**config.mk**
```make
export PLATFORM = sky130hd
export DESIGN_NAME = wake
export DESIGN_NICKNAME = d
export VERILOG_FILES = /design/src/rtl/wake_pkg.sv /design/src/rtl/wake_timer.sv /design/src/rtl/wake.sv
export SDC_FILE = /design/constraint.sdc
export NUM_CORES = 1
export LEC_CHECK = 0
export ABC_AREA = 1
export CORE_AREA = 4 4 110 112
export CTS_CLUSTER_SIZE = 30
export DETAILED_ROUTE_END_ITERATION = 6
export DIE_AREA = 0 0 114 116
export SLEW_MARGIN = 30
export SYNTH_ARGS = -nofsm -noshare
export SYNTH_HDL_FRONTEND = slang
export SYNTH_HIERARCHICAL = 1
export SYNTH_SLANG_ARGS = --single-unit
```
**constraint.sdc**
```tcl
create_clock -name clk_i -period 4.97 [get_ports clk_i]
set_input_delay 0.497 -clock clk_i [delete_from_list [all_inputs] [get_ports clk_i]]
set_output_delay 0.497 -clock clk_i [all_outputs]
set_load 0.02 [all_outputs]
```
**src/rtl/wake_pkg.sv**
```systemverilog
// Shared types and defaults for the wake qualification stage.
package wake_pkg;

  localparam int COUNT_BW = 16;
  localparam int HITS_BW  = 4;

  localparam logic [7:0] WAKE_COUNT_MAX = 8'd255;

  typedef enum logic [1:0] {
    IDLE     = 2'd0,
    HOLD     = 2'd1,
    COOLDOWN = 2'd2
  } state_t;

endpackage

```
**src/rtl/wake_timer.sv**
```systemverilog
// Loadable down-counter shared by the HOLD and COOLDOWN windows.
module wake_timer #(
  parameter int COUNT_BW = 16
) (
  input  logic                clk_i,
  input  logic                rst_n_i,
  input  logic                load_i,
  input  logic [COUNT_BW-1:0] load_val_i,
  input  logic                clr_i,
  output logic                zero_o
);

  logic [COUNT_BW-1:0] count;

  // Clear beats load; the counter parks at zero until reloaded.
  always_ff @(posedge clk_i) begin
    if (!rst_n_i) begin
      count <= '0;
    end else if (clr_i) begin
      count <= '0;
    end else if (load_i) begin
      count <= load_val_i;
    end else if (count != '0) begin
      count <= count - COUNT_BW'(1);
    end
  end

  assign zero_o = (count == '0);

endmodule

```
**src/rtl/wake.sv**
```systemverilog
// Wake qualifier: N consecutive detector hits raise a held wake level,
// a one-cycle pulse and a saturating event count, then a cooldown.
//
// Handshake: wrd_wake_valid_i is a one-cycle strobe with no back-pressure;
// wrd_wake_i is meaningful only in a cycle where the strobe is high.
module wake #(
  parameter int COUNT_BW = wake_pkg::COUNT_BW,
  parameter int HITS_BW  = wake_pkg::HITS_BW
) (
  input  logic                clk_i,
  input  logic                rst_n_i,
  input  logic                ctl_pipeline_en_i,
  input  logic                wrd_wake_i,
  input  logic                wrd_wake_valid_i,
  input  logic [HITS_BW-1:0]  cfg_hits_i,
  input  logic [COUNT_BW-1:0] cfg_hold_i,
  input  logic [COUNT_BW-1:0] cfg_cooldown_i,
  output logic                wake_o,
  output logic                wake_pulse_o,
  output logic [7:0]          wake_count_o,
  output logic [1:0]          state_o
);

  import wake_pkg::*;

  state_t              state, state_next;
  logic [HITS_BW-1:0]  hits, hits_next;
  logic                wake_next;
  logic                pulse_next;
  logic [7:0]          count_next;
  logic                tmr_load;
  logic [COUNT_BW-1:0] tmr_val;
  logic                tmr_clr;
  logic                tmr_zero;

  logic [HITS_BW:0]    hits_inc;
  logic [HITS_BW:0]    hits_thr;
  logic                qualify;
  logic [COUNT_BW-1:0] hold_load;

  assign hits_inc  = {1'b0, hits} + (HITS_BW+1)'(1);
  assign hits_thr  = (cfg_hits_i == '0) ? (HITS_BW+1)'(1) : {1'b0, cfg_hits_i};
  assign qualify   = (hits_inc >= hits_thr);
  assign hold_load = (cfg_hold_i == '0) ? '0 : cfg_hold_i - COUNT_BW'(1);

  always_comb begin
    state_next = state;
    hits_next  = hits;
    wake_next  = wake_o;
    pulse_next = 1'b0;
    count_next = wake_count_o;
    tmr_load   = 1'b0;
    tmr_val    = '0;
    tmr_clr    = 1'b0;

    if (!ctl_pipeline_en_i) begin
      state_next = IDLE;
      hits_next  = '0;
      wake_next  = 1'b0;
      tmr_clr    = 1'b1;
    end else begin
      case (state)
        IDLE: begin
          wake_next = 1'b0;
          if (wrd_wake_valid_i) begin
            if (!wrd_wake_i) begin
              hits_next = '0;
            end else if (qualify) begin
              state_next = HOLD;
              hits_next  = '0;
              wake_next  = 1'b1;
              pulse_next = 1'b1;
              tmr_load   = 1'b1;
              tmr_val    = hold_load;
              if (wake_count_o != WAKE_COUNT_MAX) count_next = wake_count_o + 8'd1;
            end else begin
              hits_next = (&hits) ? hits : hits_inc[HITS_BW-1:0];
            end
          end
        end
        HOLD: begin
          wake_next = 1'b1;
          if (tmr_zero) begin
            wake_next = 1'b0;
            if (cfg_cooldown_i != '0) begin
              state_next = COOLDOWN;
              tmr_load   = 1'b1;
              tmr_val    = cfg_cooldown_i - COUNT_BW'(1);
            end else begin
              state_next = IDLE;
            end
          end
        end
        COOLDOWN: begin
          wake_next = 1'b0;
          hits_next = '0;
          if (tmr_zero) state_next = IDLE;
        end
        default: begin
          // Encoding 3 is unreachable; fall back to a clean idle.
          state_next = IDLE;
          hits_next  = '0;
          wake_next  = 1'b0;
          tmr_clr    = 1'b1;
        end
      endcase
    end
  end

  always_ff @(posedge clk_i) begin
    if (!rst_n_i) begin
      state        <= IDLE;
      hits         <= '0;
      wake_o       <= 1'b0;
      wake_pulse_o <= 1'b0;
      wake_count_o <= 8'd0;
    end else begin
      state        <= state_next;
      hits         <= hits_next;
      wake_o       <= wake_next;
      wake_pulse_o <= pulse_next;
      wake_count_o <= count_next;
    end
  end

  wake_timer #(.COUNT_BW(COUNT_BW)) u_timer (
    .clk_i      (clk_i),
    .rst_n_i    (rst_n_i),
    .load_i     (tmr_load),
    .load_val_i (tmr_val),
    .clr_i      (tmr_clr),
    .zero_o     (tmr_zero)
  );

  assign state_o = state;

endmodule

```
---- Word level (Yosys, flattened, before mapping) ----
Index checks and enable logic that the tools add are counted.
word-level totals
  bits in registers ....................... 32
  input port bits ......................... 41
  output and inout bits ................... 12
  logic and storage cells ................. 72
operators by class
  $add $sub $neg .......................... 5
  $lt $le $gt $ge ......................... 1
  equal/unequal tests ..................... 9
  muxes and demuxes ....................... 34
  bitwise logic cells ..................... 2
  reductions and logical operators ........ 15
operators by type and width
  kind                     count
  $mux W16                 9
  $sub A16 B1 Y16 const B  3
  $logic_not A16 Y1        2
  $pmux W16 S2             1
  $reduce_bool A16 Y1      2
  $mux W4                  5
  $mux W2                  6
  $ne A2 B2 Y1 const B     5
  $mux W1                  9
  $add A8 B1 Y8 const B    1
  $ne A8 B8 Y1 const B     1
  $pmux W4 S2              1
  $pmux W2 S3              1
  $reduce_and A3 Y1        2
  $reduce_and A6 Y1        1
  $add A4 B1 Y5 const B    1
  $ge A5 B4 Y1             1
  $reduce_and A5 Y1        1
  $logic_not A4 Y1         1
  $ne A4 B4 Y1 const B     1
  $pmux W1 S2              2
  $reduce_and A4 Y1        1
  $reduce_or A3 Y1         1
  $eq A2 B1 Y1 const B     1
  other kinds (6)          7

---- Depth between registers and ports, before layout ----
  word-level depth ........................ 9
  mapped depth ............................ 18
  depth with buffers taken out ............ 17

---- Modules after synthesis ----
Netlist, hierarchy kept.
modules (own cells, without submodules)
  module      instances  cells an instance  area an instance (µm²)  sequential area each (µm²)
  wake        1          383                2172.1                  320.3
  wake_timer  1          174                1082.3                  320.3

---- Worst setup path after synthesis ----
OpenSTA, ideal clock, no wires.
  path kind ............................... input to register
  start point ............................. input port cfg_hits_i[2]
  end point ............................... register u_timer.count[11]
  library setup time ...................... 0.065 ns
  arrival ................................. 2.312 ns
  data required time ...................... 4.905 ns
  setup slack ............................. 2.593 ns
  stages .................................. 17
  buffers on the path ..................... 2
  cell sequence ........................... inv_1 -> a31o_2 -> ha_1 -> inv_1 -> nand2_1 -> nand2_1 -> nand2_1 -> nand2_1 -> nand2_4 -> nand2_4 -> a21oi_1 -> buf_2 -> clkbuf_1 -> nand2_1 -> nand2_1 -> nand2_1 -> nor2_1
between the ends
  word-level cells in the longest chain between the ends .. 9
  elaborated cells between the ends (all ways) .. 15
  classes of those cells .................. 1 x order compare; 12 x mux; 2 x reduce/logical
RTL lines
  item                                            line              source
  from (decl)                                     wake.sv:15        input logic [HITS_BW-1:0] cfg_hits_i,
  $logic_not A4 Y1                                wake.sv:42        assign hits_thr = (cfg_hits_i == '0) ? (HITS_BW+1)'(1) : {1'b0, cfg_hits_i};
  $mux W4 (*)                                     wake.sv:42
  $ge A5 B4 Y1 (*)                                wake.sv:43        assign qualify = (hits_inc >= hits_thr);
  $mux W1 (*)                                     wake.sv:68        end else if (qualify) begin
  $mux W1 (*)                                     wake.sv:66        if (!wrd_wake_i) begin
  $mux W1 (*)                                     wake.sv:65        if (wrd_wake_valid_i) begin
  $pmux W1 S2 (*)                                 wake.sv:62        case (state)
  $mux W1 (*)                                     wake.sv:56        if (!ctl_pipeline_en_i) begin
  via tmr_load                                    wake.sv:31        logic tmr_load;
  $mux W16 or $reduce_bool A2 Y1 (tied branches)  -
  to (signal assigned)                            wake_timer.sv:22  count <= load_val_i;
  to (signal assigned)                            wake_timer.sv:24  count <= count - COUNT_BW'(1);
  to (decl)                                       wake_timer.sv:13  logic [COUNT_BW-1:0] count;
Mark *: on every way through the listed nets, which the timed path passes. The rest lies on a longest branch.
A chain may end at the register's enable or synchronous reset.

---- Final worst setup path ----
  start point ............................. input port cfg_hits_i[2]
  end point ............................... register u_timer.count[0]
Same word-level chain as after synthesis.

==> run metrics <==
outcome finished clean; Die Y 116 microns; Worst Reg-to-Reg Cells 17; grt total ovfl 0; via count 3462; Synth Register Bits 32; main area contributors after synthesis nand2_1, dfxtp_1, nor2_1, nand3_1, inv_1; Synth Area in Adders 0.0423; clock insertion delay at the later pin of the skew report 0.28 ns; core area 11200 sq um; clock skew after layout 0.00587 ns; worst setup path class in -> reg; worst hold path cell count 2; antenna diode count 0; top-area cell type share of the netlist area 0.204; final critical-path share of the clock period 0.582; Max IR drop VDD 0.000182 V; post-synthesis compound-gate area fraction 0.0792; distinct cell type count after synthesis 34; crit path max-delay cell type clkdlybuf4s50_1; Slew @ Worst Pin 0.528 ns; Post-Syn Instances 557; Final Hold Fails 0; most frequent cells after synthesis nand2_1, nor2_1, inv_1; Flop pwr share 0.220; Int Pwr 0.000887 W; drt total wl 8530 microns; initial antenna violation count 0; R2R Path End u_timer/count[0]; CP dominant cell by count nand2_1; worst r2r src hits[0]; Worst EP arrival 3.02 ns; Hold Buf Count CTS 0; sequential share of the synthesized area 0.197; RSZ-0062 raised after global routing false; GRT Total Usage 0.133; sw frac 0.462; pin count of the biggest net entering global routing 21; slowest cell delay on critical path 0.45 ns; R2R Setup Slk 2.19 ns; fin nets 662; cell taking the most area after synthesis nand2_1; Static Leak 1.80 nW; # rows 39; Synth Area in XOR/XNOR 0.0700; Ports 53; drt drc 0; share of cells above drive strength 1 0.105; Critical Path RT 5.10 ns; Initial Util 0.290; PortBufs 52; Post-Syn Area 3250 sq um; final-report setup violation count 0; Clk pin slew, worst setup/hold paths 0.05 ns; EDFF count, synth 0; post-synthesis mux area share 0; max_slew headroom 0.647; clock network fraction of total power 0.208; Setup TNS Final 0 ns; ys async rst share 0; clk sink count 32; gpl congestion 0.853; H-tree depth 2; Resized cells post-CTS 0; Hold Crit Start wake_count_o[7]; die area 13200 sq um; routed length per instance 11.3 microns; CTS buffer count 5; Simple-Gate Fraction of Synth Area 0.515; placed instance area 3920 sq um; first-pass GRT wire length 14600 microns; main combinational cell family by area after synthesis simple AND/OR/NAND/NOR gates; Sw Pwr 0.000760 W; Cell Pwr Density 404 nW/um^2; antenna-violating nets left 0; die width 114 microns; Longest Clk Path Bufs 2; Min Hold Slack 0.516 ns; fin crit period 2.89 ns; critical path startpoint category primary input; worst path buffer plus inverter count 6; most frequent cell after synthesis nand2_1; max_cap viols 0; vias in the first global route 3349; root buf cell clkbuf_16; CTS tree yes; Final Max Slew Viols 0; hold crit path type reg -> reg; Syn-to-layout area delta 25.3%; Final Cell Area 4080 sq um; Mapped Avg Cell Area 5.84 sq um; Top FF cell, synth dfxtp_1; drt via density 4.59; Post-DP HPWL 7180 microns; post-CTS setup buffer count 0; CP Cell Sequence clkdlybuf4s50_1, inv_1, a31o_2, ha_1, inv_1, nand2_1, nand2_1, nand2_1, nand2_1, nand2_4, nand2_4, a21oi_1, buf_4, inv_1, nand3_2, clkinv_2, nand2_1, a21oi_1; Post-Syn Nets 609; Synth Warn # 6; Max Fclk 346 MHz; initial drt markers 130; iteration count of the initial detailed-routing pass 5; WHS Endpoint wake_count_o[7]; power share of the combinational group 0.572; CP top delay family buffers and inverters; crit-path max FO 20; Setup crit end kind flip-flop
[registers in the layout, indices dropped and copies added, names as in the netlist]
name           count
wake_count_o       8
wake_o             1
state_o            2
wake_pulse_o       1
u_timer/count     16
hits               4
[how the worst max path moves through the flow]
stage / start / to / slack [ns] / cells past startpoint
2_1_floorplan: cfg_hits_i[2] / u_timer/count[11] / 2.59 / 17
3_3_place_gp: cfg_hits_i[2] / u_timer/count[1] / 1.90 / 18
3_5_place_dp: cfg_hits_i[2] / u_timer/count[0] / 1.81 / 18
4_1_cts: cfg_hits_i[2] / u_timer/count[0] / 2.08 / 18
5_1_grt: cfg_hits_i[2] / u_timer/count[0] / 1.86 / 18
6_report: cfg_hits_i[2] / u_timer/count[0] / 2.08 / 18
[worst reg2reg max path: stages, from the launching register on]
cell and delay (ns):
dfxtp_1 0.41, ha_1 0.21, xor2_1 0.21, ha_1 0.28, nand2_1 0.09, clkinv_1 0.06
nand2_1 0.05, nand2_1 0.06, nand2_1 0.10, nand2_4 0.13, nand2_4 0.14, a21oi_1 0.08
buf_4 0.21, inv_1 0.20, nand3_2 0.20, clkinv_2 0.11, nand2_1 0.06, a21oi_1 0.12
[layer usage]
metal	global-route usage	wire, microns	vias to the layer above
met1	0.170	4040	1538
met5	0	0	-
met4	0.0214	52	0
met3	0.0198	278	5
met2	0.240	4160	63
li1	-	-	1856
[layout make-up]
type,instances,area [sq um]
clock buffer,6,129
tap,143,179
inverter,71,268
clock inverter,2,35.0
fill,1240,7140
timing repair buffer,53,528
sequential,32,641
multi-input combinational,447,2300
[placed cells by master (no fill, tap or decap), types with 2 or more instances in the layout]
| master | instances |
|---|---|
| nand2_4 | 4 |
| nor2_1 | 78 |
| inv_1 | 56 |
| nor2_2 | 16 |
| xor2_1 | 23 |
| nand2_2 | 7 |
| clkinv_1 | 3 |
| o21ai_0 | 9 |
| a21oi_1 | 38 |
| clkbuf_16 | 5 |
| nand3_1 | 45 |
| nor3_2 | 2 |
| ha_1 | 11 |
| clkinv_2 | 2 |
| inv_2 | 11 |
| nand2_1 | 177 |
| clkdlybuf4s50_1 | 52 |
| nor2_4 | 8 |
| nand4_1 | 12 |
| nand3_4 | 3 |
| dfxtp_1 | 32 |
| or2_1 | 2 |
| xnor2_1 | 3 |
[power by group through the flow]
| stage | Sequential (W) | Combinational [W] | Clock [W] |
|---|---|---|---|
| 2_1_floorplan | 0.000367 | 0.000811 | 0 |
| 3_3_place_gp | 0.000367 | 0.000933 | 0 |
| 3_5_place_dp | 0.000367 | 0.000939 | 0 |
| 4_1_cts | 0.000362 | 0.000946 | 0.000350 |
| 5_1_grt | 0.000368 | 0.00109 | 0.000361 |
| 6_report | 0.000362 | 0.000942 | 0.000342 |
[through the flow]
stage / total power (W) / utilization / setup WS (ns) / instances
after floorplan: 0.00118 / - / 2.59 / 557
after global placement: 0.00130 / 0.349 / 1.90 / 746
after detailed placement: 0.00131 / 0.349 / 1.81 / 746
after CTS: 0.00166 / 0.363 / 2.08 / 754
after global routing: 0.00181 / 0.363 / 1.86 / 754
final: 0.00165 / 0.363 / 2.08 / 754
[cell families (layout without fill, tap and decap cells)]
family                   after synthesis  after routing
AO/OA/AOI/OAI                         50             50
XOR/XNOR                              26             26
adder cells (fa/ha/maj)               11             11
buffers and inverters                 78            132
flip-flops                            32             32
AND/OR/NAND/NOR                      360            360
Power figures use the tool's default switching activity.
